`src/rtl/pcs_gen_pkg.sv`:
```
// Shared types and default constants for the PCS generator self-test sequencer.
package pcs_gen_pkg;

  localparam int DEF_SEL_WIDTH    = 4;
  localparam int DEF_SEL_FIRST    = 1;
  localparam int DEF_SEL_LAST     = 14;
  localparam int DEF_IDLE_SEL     = 15;
  localparam int DEF_CNT_WIDTH    = 16;
  localparam int DEF_DRAIN_CYCLES = 10;

  typedef enum logic [2:0] {
    ST_IDLE   = 3'd0,
    ST_RANDOM = 3'd1,
    ST_SWEEP  = 3'd2,
    ST_DRAIN  = 3'd3,
    ST_DONE   = 3'd4
  } state_e;

endpackage

```
`src/rtl/pcs_phase_counter.sv`:
```
// Loadable down-counter shared by the random, sweep and drain phases.
// Load wins over decrement; the counter parks at zero rather than wrapping.
module pcs_phase_counter #(
  parameter int WIDTH = 16
) (
  input  logic             clk,
  input  logic             rst,
  input  logic             load,
  input  logic [WIDTH-1:0] load_val,
  input  logic             en,
  output logic             zero
);

  logic [WIDTH-1:0] count;

  // NOTE: sequential state is always written with non-blocking assignments so
  // every register samples the pre-edge values of its neighbours.
  always_ff @(posedge clk) begin
    if (rst) begin
      count <= '0;
    end else if (load) begin
      count <= load_val;
    end else if (en && (count != '0)) begin
      count <= count - WIDTH'(1);
    end
  end

  assign zero = (count == '0);

endmodule

```
`src/rtl/pcs_gen_sequencer.sv`:
```
// Start/hold/abort controlled FSM driving the PCS generator valid, random and
// data-select controls through a random phase, a data-select sweep and a drain.
module pcs_gen_sequencer
  import pcs_gen_pkg::*;
#(
  parameter int SEL_WIDTH    = DEF_SEL_WIDTH,
  parameter int CNT_WIDTH    = DEF_CNT_WIDTH,
  parameter int SEL_FIRST    = DEF_SEL_FIRST,
  parameter int SEL_LAST     = DEF_SEL_LAST,
  parameter int IDLE_SEL     = DEF_IDLE_SEL,
  parameter int DRAIN_CYCLES = DEF_DRAIN_CYCLES
) (
  input  logic                 clk,
  input  logic                 i_rst,
  input  logic                 i_start,
  input  logic                 i_abort,
  input  logic                 i_hold,
  input  logic [CNT_WIDTH-1:0] i_random_len,
  input  logic [CNT_WIDTH-1:0] i_dwell_len,
  output logic                 o_valid,
  output logic                 o_random,
  output logic [SEL_WIDTH-1:0] o_data_sel,
  output logic                 o_busy,
  output logic                 o_done,
  output logic [2:0]           o_state
);

  localparam logic [SEL_WIDTH-1:0] SEL_FIRST_V = SEL_WIDTH'(SEL_FIRST);
  localparam logic [SEL_WIDTH-1:0] SEL_LAST_V  = SEL_WIDTH'(SEL_LAST);
  localparam logic [SEL_WIDTH-1:0] IDLE_SEL_V  = SEL_WIDTH'(IDLE_SEL);
  localparam logic [CNT_WIDTH-1:0] DRAIN_LOAD  = CNT_WIDTH'(DRAIN_CYCLES - 1);
  localparam logic [CNT_WIDTH-1:0] CNT_ONE     = CNT_WIDTH'(1);

  state_e               state;
  logic [CNT_WIDTH-1:0] dwell_q;
  logic [CNT_WIDTH-1:0] dwell_eff;
  logic                 cnt_load;
  logic                 cnt_en;
  logic [CNT_WIDTH-1:0] cnt_load_val;
  logic                 cnt_zero;
  logic                 last_step;

  // A zero dwell would make a sweep step vanish, so it is promoted to one cycle.
  assign dwell_eff = (i_dwell_len == '0) ? CNT_ONE : i_dwell_len;
  assign last_step = (o_data_sel >= SEL_LAST_V);

  // NOTE: every signal assigned in always_comb gets a default first so no
  // path leaves it unassigned and no latch is inferred.
  always_comb begin
    cnt_load     = 1'b0;
    cnt_en       = 1'b0;
    cnt_load_val = '0;
    if (!i_rst && !i_abort) begin
      unique case (state)
        ST_IDLE, ST_DONE: begin
          if (i_start) begin
            cnt_load     = 1'b1;
            cnt_load_val = (i_random_len != '0) ? (i_random_len - CNT_ONE)
                                                : (dwell_eff - CNT_ONE);
          end
        end
        ST_RANDOM: begin
          if (!i_hold) begin
            cnt_load     = cnt_zero;
            cnt_en       = !cnt_zero;
            cnt_load_val = dwell_q - CNT_ONE;
          end
        end
        ST_SWEEP: begin
          if (!i_hold) begin
            cnt_load     = cnt_zero;
            cnt_en       = !cnt_zero;
            cnt_load_val = last_step ? DRAIN_LOAD : (dwell_q - CNT_ONE);
          end
        end
        ST_DRAIN: cnt_en = !i_hold && !cnt_zero;
        default: ;
      endcase
    end
  end

  pcs_phase_counter #(
    .WIDTH(CNT_WIDTH)
  ) u_phase_counter (
    .clk      (clk),
    .rst      (i_rst),
    .load     (cnt_load),
    .load_val (cnt_load_val),
    .en       (cnt_en),
    .zero     (cnt_zero)
  );

  always_ff @(posedge clk) begin
    if (i_rst) begin
      state      <= ST_IDLE;
      dwell_q    <= '0;
      o_valid    <= 1'b0;
      o_random   <= 1'b0;
      o_data_sel <= IDLE_SEL_V;
      o_busy     <= 1'b0;
      o_done     <= 1'b0;
    end else if (i_abort) begin
      state      <= ST_IDLE;
      o_valid    <= 1'b0;
      o_random   <= 1'b0;
      o_data_sel <= IDLE_SEL_V;
      o_busy     <= 1'b0;
      o_done     <= 1'b0;
    end else begin
      unique case (state)
        ST_IDLE, ST_DONE: begin
          if (i_start) begin
            dwell_q <= dwell_eff;
            o_valid <= 1'b1;
            o_busy  <= 1'b1;
            o_done  <= 1'b0;
            if (i_random_len != '0) begin
              state      <= ST_RANDOM;
              o_random   <= 1'b1;
              o_data_sel <= IDLE_SEL_V;
            end else begin
              state      <= ST_SWEEP;
              o_random   <= 1'b0;
              o_data_sel <= SEL_FIRST_V;
            end
          end
        end
        ST_RANDOM: begin
          o_valid <= !i_hold;
          if (!i_hold && cnt_zero) begin
            state      <= ST_SWEEP;
            o_random   <= 1'b0;
            o_data_sel <= SEL_FIRST_V;
          end
        end
        ST_SWEEP: begin
          if (i_hold) begin
            o_valid <= 1'b0;
          end else if (cnt_zero && last_step) begin
            state   <= ST_DRAIN;
            o_valid <= 1'b0;
          end else begin
            o_valid <= 1'b1;
            if (cnt_zero) o_data_sel <= o_data_sel + SEL_WIDTH'(1);
          end
        end
        ST_DRAIN: begin
          if (!i_hold && cnt_zero) begin
            state      <= ST_DONE;
            o_busy     <= 1'b0;
            o_done     <= 1'b1;
            o_data_sel <= IDLE_SEL_V;
          end
        end
        default: state <= ST_IDLE;
      endcase
    end
  end

  assign o_state = state;

endmodule

```
`config.mk`:
```
export PLATFORM = sky130hd
export DESIGN_NAME = pcs_gen_sequencer
export DESIGN_NICKNAME = d
export VERILOG_FILES = /design/src/rtl/pcs_gen_pkg.sv /design/src/rtl/pcs_phase_counter.sv /design/src/rtl/pcs_gen_sequencer.sv
export SDC_FILE = /design/constraint.sdc
export NUM_CORES = 1
export LEC_CHECK = 0
export ABC_AREA = 1
export CORE_MARGIN = 5
export CORE_UTILIZATION = 59
export DETAILED_ROUTE_END_ITERATION = 7
export DONT_BUFFER_PORTS = 1
export HOLD_SLACK_MARGIN = 0.12
export PLACE_DENSITY = 0.83
export REMOVE_ABC_BUFFERS = 1
export SYNTH_ARGS = -nofsm -noshare
export SYNTH_HDL_FRONTEND = slang
export SYNTH_HIERARCHICAL = 1
export SYNTH_SLANG_ARGS = --single-unit
```
`constraint.sdc`:
```
create_clock -name clk -period 2.7 [get_ports clk]
set_input_delay 0.27 -clock clk [delete_from_list [all_inputs] [get_ports clk]]
set_output_delay 0.27 -clock clk [all_outputs]
set_load 0.02 [all_outputs]
```
# Word level (Yosys, flattened, before mapping)
# Index checks and enable logic that the tools add are counted.
dict set report totals {
  out_inout_bits 11
  inputBits 37
  wordCells 98
  ff_bits 43
}
dict set report classes {
  n_reduce_logical 28
  n_eq_ne 11
  bitwise 1
  magnitude_cmp 1
  n_mux 44
  add_sub_neg 5
}
# cell count
set ops {}
lappend ops {{2-to-1 mux 16 bit} 9}
lappend ops {{subtractor 16 x 1 -> 16 bit, second input constant} 4}
lappend ops {{one-hot mux 16 bit (3 select lines)} 1}
lappend ops {{zero test 16 bit} 2}
lappend ops {{nonzero test 16 bit} 2}
lappend ops {{2-to-1 mux 4 bit} 7}
lappend ops {{one-hot mux 4 bit (4 select lines)} 1}
lappend ops {{2-to-1 mux 3 bit} 5}
lappend ops {{!= test 2 bit, second input constant} 7}
lappend ops {{2-to-1 mux 1 bit} 13}
lappend ops {{one-hot mux 3 bit (4 select lines)} 1}
lappend ops {{one-hot mux 1 bit (2 select lines)} 5}
lappend ops {{AND reduction 3 bit} 3}
lappend ops {{AND reduction 7 bit} 1}
lappend ops {{== test 3 x 2 -> 1 bit, second input constant} 2}
lappend ops {{nonzero test 2 bit} 3}
lappend ops {{OR reduction 2 bit} 3}
lappend ops {{logical AND 1 bit} 5}
lappend ops {{AND reduction 5 bit} 1}
lappend ops {{adder 4 x 1 -> 4 bit, second input constant} 1}
lappend ops {{>= comparator 4 bit, second input constant} 1}
lappend ops {{zero test 1 bit} 4}
lappend ops {{nonzero test 4 bit} 1}
lappend ops {{== test 3 x 1 -> 1 bit, second input constant} 1}
lappend ops {{7 further kinds} 7}

# Depth between registers and ports, before layout
dict set report logic_depth {
  word_depth 8
  mapped_depth 18
}

# Modules after synthesis
# Netlist, hierarchy kept.
# mod area_per_inst_um2 instances cells_each
set by_module_without_submodules {}
lappend by_module_without_submodules {pcs_gen_sequencer 2481.1 1 430}
lappend by_module_without_submodules {pcs_phase_counter 1206.2 1 220}

# Worst setup path before layout
# Ideal clock, no wire load.
dict set report synth_timing {
  path_kind {flip-flop to flip-flop}
  from {register u_phase_counter.count[0]}
  to {register u_phase_counter.count[7]}
  arrival_time_ps 2562
  path_stages_with_launch 17
  required_ps 2587
  slack_ps 25
  path_cell_list {dfxtp_1 -> inv_1 -> ha_1 -> nand2_2 -> nor2_2 -> nand2_1 -> nor4_1 -> inv_1 -> nor2_1 -> nand2_1 -> a21oi_1 -> clkinv_1 -> clkbuf_1 -> nand3_1 -> nand2_1 -> nor2_1 -> nor2_1}
}
dict set report synth_between {
  word_cells_on_any_way 15
  classes_between {add/sub: 1; mux: 8; reduce/logical: 6}
}
# element line_no
set synth_rtl {}
lappend synth_rtl {{start, declared} pcs_phase_counter.sv:14} ;# logic [WIDTH-1:0] count;
lappend synth_rtl {{start signal, assigned} pcs_phase_counter.sv:22} ;# count <= load_val;
lappend synth_rtl {{start signal, assigned} pcs_phase_counter.sv:24} ;# count <= count - WIDTH'(1);
lappend synth_rtl {{zero test 16 bit (*)} pcs_phase_counter.sv:28} ;# assign zero = (count == '0);
lappend synth_rtl {{via cnt_zero} pcs_gen_sequencer.sv:40} ;# logic cnt_zero;
lappend synth_rtl {{2-to-1 mux 1 bit (*)} {pcs_gen_sequencer.sv:63, pcs_gen_sequencer.sv:70}}
lappend synth_rtl {{one-hot mux 1 bit (2 select lines) (*)} pcs_gen_sequencer.sv:54} ;# unique case (state)
lappend synth_rtl {{2-to-1 mux 1 bit (*)} pcs_gen_sequencer.sv:53} ;# if (!i_rst && !i_abort) begin
lappend synth_rtl {{via cnt_load} pcs_gen_sequencer.sv:37} ;# logic cnt_load;
lappend synth_rtl {{2-to-1 mux 16 bit or nonzero test 2 bit (tied branches)} --}
# The timed path passes the listed nets; every way through them passes the cells marked *. The select of a mux whose other input is x is not followed.
# A chain may end at the register's enable or synchronous reset.

# Worst setup path in the final report
dict set report layout_timing {
  from {register state[0], in the netlist o_state[0]}
  to {register u_phase_counter.count[9]}
}
dict set report layout_between {
  elab_chain_len 6
  word_cells_on_any_way 16
  classes_between {eq/ne: 4; mux: 7; reduce/logical: 5}
}
# element line_no
set layout_rtl {}
lappend layout_rtl {{start, declared} pcs_gen_sequencer.sv:34} ;# state_e state;
lappend layout_rtl {{start signal, assigned} pcs_gen_sequencer.sv:95} ;# state <= ST_IDLE;
lappend layout_rtl {{start signal, assigned} pcs_gen_sequencer.sv:103} ;# state <= ST_IDLE;
lappend layout_rtl {{start signal, assigned} pcs_gen_sequencer.sv:118} ;# state <= ST_RANDOM;
lappend layout_rtl {{== test 3 x 2 -> 1 bit or == test 3 x 1 -> 1 bit (tied branches)} pcs_gen_sequencer.sv:54}
lappend layout_rtl {{OR reduction 2 bit (no line)} --}
lappend layout_rtl {{one-hot mux 1 bit (2 select lines) (*)} pcs_gen_sequencer.sv:54}
lappend layout_rtl {{2-to-1 mux 1 bit (*)} pcs_gen_sequencer.sv:53}
lappend layout_rtl {{via cnt_en} pcs_gen_sequencer.sv:38} ;# logic cnt_en;
lappend layout_rtl {{logical AND 1 bit (*)} pcs_phase_counter.sv:23} ;# end else if (en && (count != '0)) begin
lappend layout_rtl {{nonzero test 2 bit (no line) (*)} --}
# The timed path passes the listed nets; every way through them passes the cells marked *.

==> impl_metrics.yaml <==
drt:
  wl_met1_um: 4321
  wl_met2_um: 4814
  drc_errors: 0
  avgRoutedWirePerCell_um: 13.48
  drt_wl_total_um: 10060
  drtIter0Drc: 303
  viasPerCell: 5.588
  route.met3.wl_um: 721
  vias: 4169
  drt_pass1_iterations: 5
  top_layer_used: "met4"
  antenna_left: 0
synthesis:
  ys_warn_count: 6
  synth_edf_count: 0
  netlist.area_leader.share_pct: 23.35
  synth_largest_area_cell: "dfxtp_1"
  ys.flop_type: "dfxtp_1"
  synth_seq_cells: 43
  yosysSeqAreaShare_pct: 23.35
  syn_inst: 650
  syn_avg_cell_area_um2: 5.673
  synth_area_um2: 3687
  yosysUniqueCellTypes: 39
  ys_async_sr_fraction_pct: 0
  synthTopCellsByArea: "dfxtp_1 (23%), nand2_1 (15%), nor2_1 (14%), inv_1 (9.2%), nand3_1 (7.9%)"
setup_path:
  critPathMaxFanout: 12
  worstPathCellList: "nor3_2 > inv_1 > nand2_1 > inv_1 > a2111oi_1 > buf_4 > nand2_4 > nand2_4 > buf_4 > nand3_2 > nand2_1 > inv_1"
  worstSetupPathType: "flop to flop"
  critPathCaptureType: "flop"
  critical-path-top-delay-family: "simple AND/OR/NAND/NOR gates"
  required_ns: 2.91
  critPathBufInv: 5
  cp_slowest_cell: "dfxtp_1"
  startpoint_type: "flop"
  cpPeakStageDelay_ns: 0.41
  crit_top_cell: "inv_1"
  worstPathArrival_ns: 2.65
global_route:
  antenna_found_initial: 0
  grt_first_pass_wirelength_um: 17190
  grt_overflow_total: 0
  grt_pass1_vias: 3894
  grt_start_max_net_pins: 18
  track_usage_pct: 26.99
power_and_ir_drop:
  switching_share_pct: 37.17
  p_comb_share_pct: 36.3
  power_density_nw_per_um2: 525.3
  p_switching_uw: 792.8
  power_leakage_uw: 0.001974
  max-vdd-ir-drop_mv: 0.3260
  seqPwrFrac_pct: 35.5
  p_int_uw: 1340
  p_clk_share_pct: 28.2
clock_tree:
  cts_max_path_buffers: 2
  cts_buffers: 5
  cts_tree: "built"
  h-tree-depth: 2
  clock_sinks: 43
  cts_root_buffer: "clkbuf_8"
  clk_pin_slew_ns: 0.09
  clock_latency_ns: 0.30
timing:
  rsz0062_at_grt: "no"
  slew_headroom_pct: 71.17
  timing.hold.ws_ns: 0.1222
  finalMaxSlewViolations: 0
  clock.fmax_mhz: 410.5
  finalCritPeriodShare_pct: 90.22
  min_period_ns: 2.436
  setup_viol: 0
  clock_skew_ns: 0.01092
  hold_violations: 0
  tightest_slew_ns: 0.4320
  layout_setup_ws_ns: 0.2641
placement:
  io_buffers: 0
  gp_congestion: 0.8972
  dp.cells: 726
  place_area_um2: 3802
  pre_cts_slack_ns: 0.06066
  dp_hpwl_um: 7717
cells_and_area:
  final_cells: 746
  layout-drive-gt1-share_pct: 9.687
  final_common_cell: "nand2_1"
  area_growth_pct: 10.11
  nFillCells: 531
  final_cell_mix: "nand2_1 (143), nor2_1 (138), inv_1 (90)"
  fin_nets: 712
  fin_area_um2: 4060
  antennaDiodeCount: 0
die:
  die_area_um2: 7931
  fp.dieW_um: 89.06
  die-height_um: 89.06
  initial_core_util_pct: 61.55
  ios: 48
  core-area_um2: 5991
  row_count: 28
job:
  drv_cap: 0
worst_hold_path:
  hold_path_class: "input pin to flop"
run_status:
  status: "finished clean"
power groups by stage:
| stage | sequential (uW) | clock, uW | combinational [uW] |
|---|---|---|---|
| final | 757 | 602 | 773 |
| after CTS | 757 | 613 | 743 |
| after global placement | 770 | 0 | 707 |
| after global routing | 766 | 645 | 887 |
| after floorplan | 757 | 0 | 572 |
| after detailed placement | 771 | 0 | 728 |
layer usage:
layer	global-route usage, %	vias to the layer above
met5	0	-
met4	7.984	0
met3	4.055	18
met2	47.23	163
met1	34.35	1896
li1	-	2092
area by class of cell:
| cell class | instances | area (um^2) | share of cell area (%) |
|---|---|---|---|
| multi-input combinational | 499 | 2401 | 59.14 |
| sequential | 43 | 860.8 | 21.20 |
| inverter | 95 | 356.6 | 8.783 |
| timing repair buffer | 26 | 215.2 | 5.300 |
| tap | 75 | 93.84 | 2.311 |
| clock buffer | 6 | 72.57 | 1.787 |
| clock inverter | 2 | 60.06 | 1.479 |
path summary, 6_finish.rpt:
path              slack [ns]  cells past startpoint                                     end                     from
hold / removal          0.12                      3  u_phase_counter/count[12]$_SDFFE_PP0P_                    i_rst
setup reg to reg        0.26                     12   u_phase_counter/count[9]$_SDFFE_PP0P_  o_state[0]$_SDFFE_PN0P_
hold reg to reg         0.50                      2                 dwell_q[1]$_SDFFE_PP0P_  dwell_q[1]$_SDFFE_PP0P_
setup / recovery        0.26                     12   u_phase_counter/count[9]$_SDFFE_PP0P_  o_state[0]$_SDFFE_PN0P_
kinds of logic (layout without fill, tap and decap cells):
| group | Yosys count | after routing | synth area share, % |
|---|---|---|---|
| AOI/OAI and AO/OA | 98 | 98 | 14.66 |
| xor gates and xnor gates | 12 | 12 | 2.851 |
| adders and majority gates | 5 | 5 | 1.697 |
| buffers and inverters | 108 | 129 | 11.94 |
| DFF | 43 | 43 | 23.35 |
| and+or+nand+nor | 384 | 384 | 45.50 |
Yosys cell counts, drive strengths merged (6+ instances only):
cell and instances:
a21oi 39, clkbuf 8, dfxtp 43, inv 93, nand2 156, nand3 64, nor2 148, nor3 6
o21ai 41, xnor2 9
stage by stage:
stage | setup TNS, ns | utilization, % | power (uW)
final | 0 | 67.77 | 2133
after global routing | 0 | 67.77 | 2298
after CTS | 0 | 67.02 | 2113
after detailed placement | 0 | 63.47 | 1499
after global placement | 0 | 63.47 | 1477
after floorplan | -10.57 | - | 1329
sequential cells by signal, summed over array words and instances (netlist names):
name / flops
dwell_q: 16
u_phase_counter/count: 16
o_data_sel: 4
o_state: 3
o_busy: 1
o_done: 1
o_random: 1
o_valid: 1
timing repair:
item,4_1_cts,5_1_grt
hold buffers,8,0
hold endpoints to repair,12,0
setup endpoints to repair,0,22
gates resized for setup,0,3
setup buffers,0,4
worst reg2reg max path: stages, from the launching register on:
cell	delay [ns]
dfxtp_1	0.41
nor3_2	0.33
inv_1	0.21
nand2_1	0.15
inv_1	0.10
a2111oi_1	0.38
buf_4	0.19
nand2_4	0.09
nand2_4	0.18
buf_4	0.14
nand3_2	0.07
nand2_1	0.08
inv_1	0.04
No activity file was read; power rests on OpenSTA's default activity.
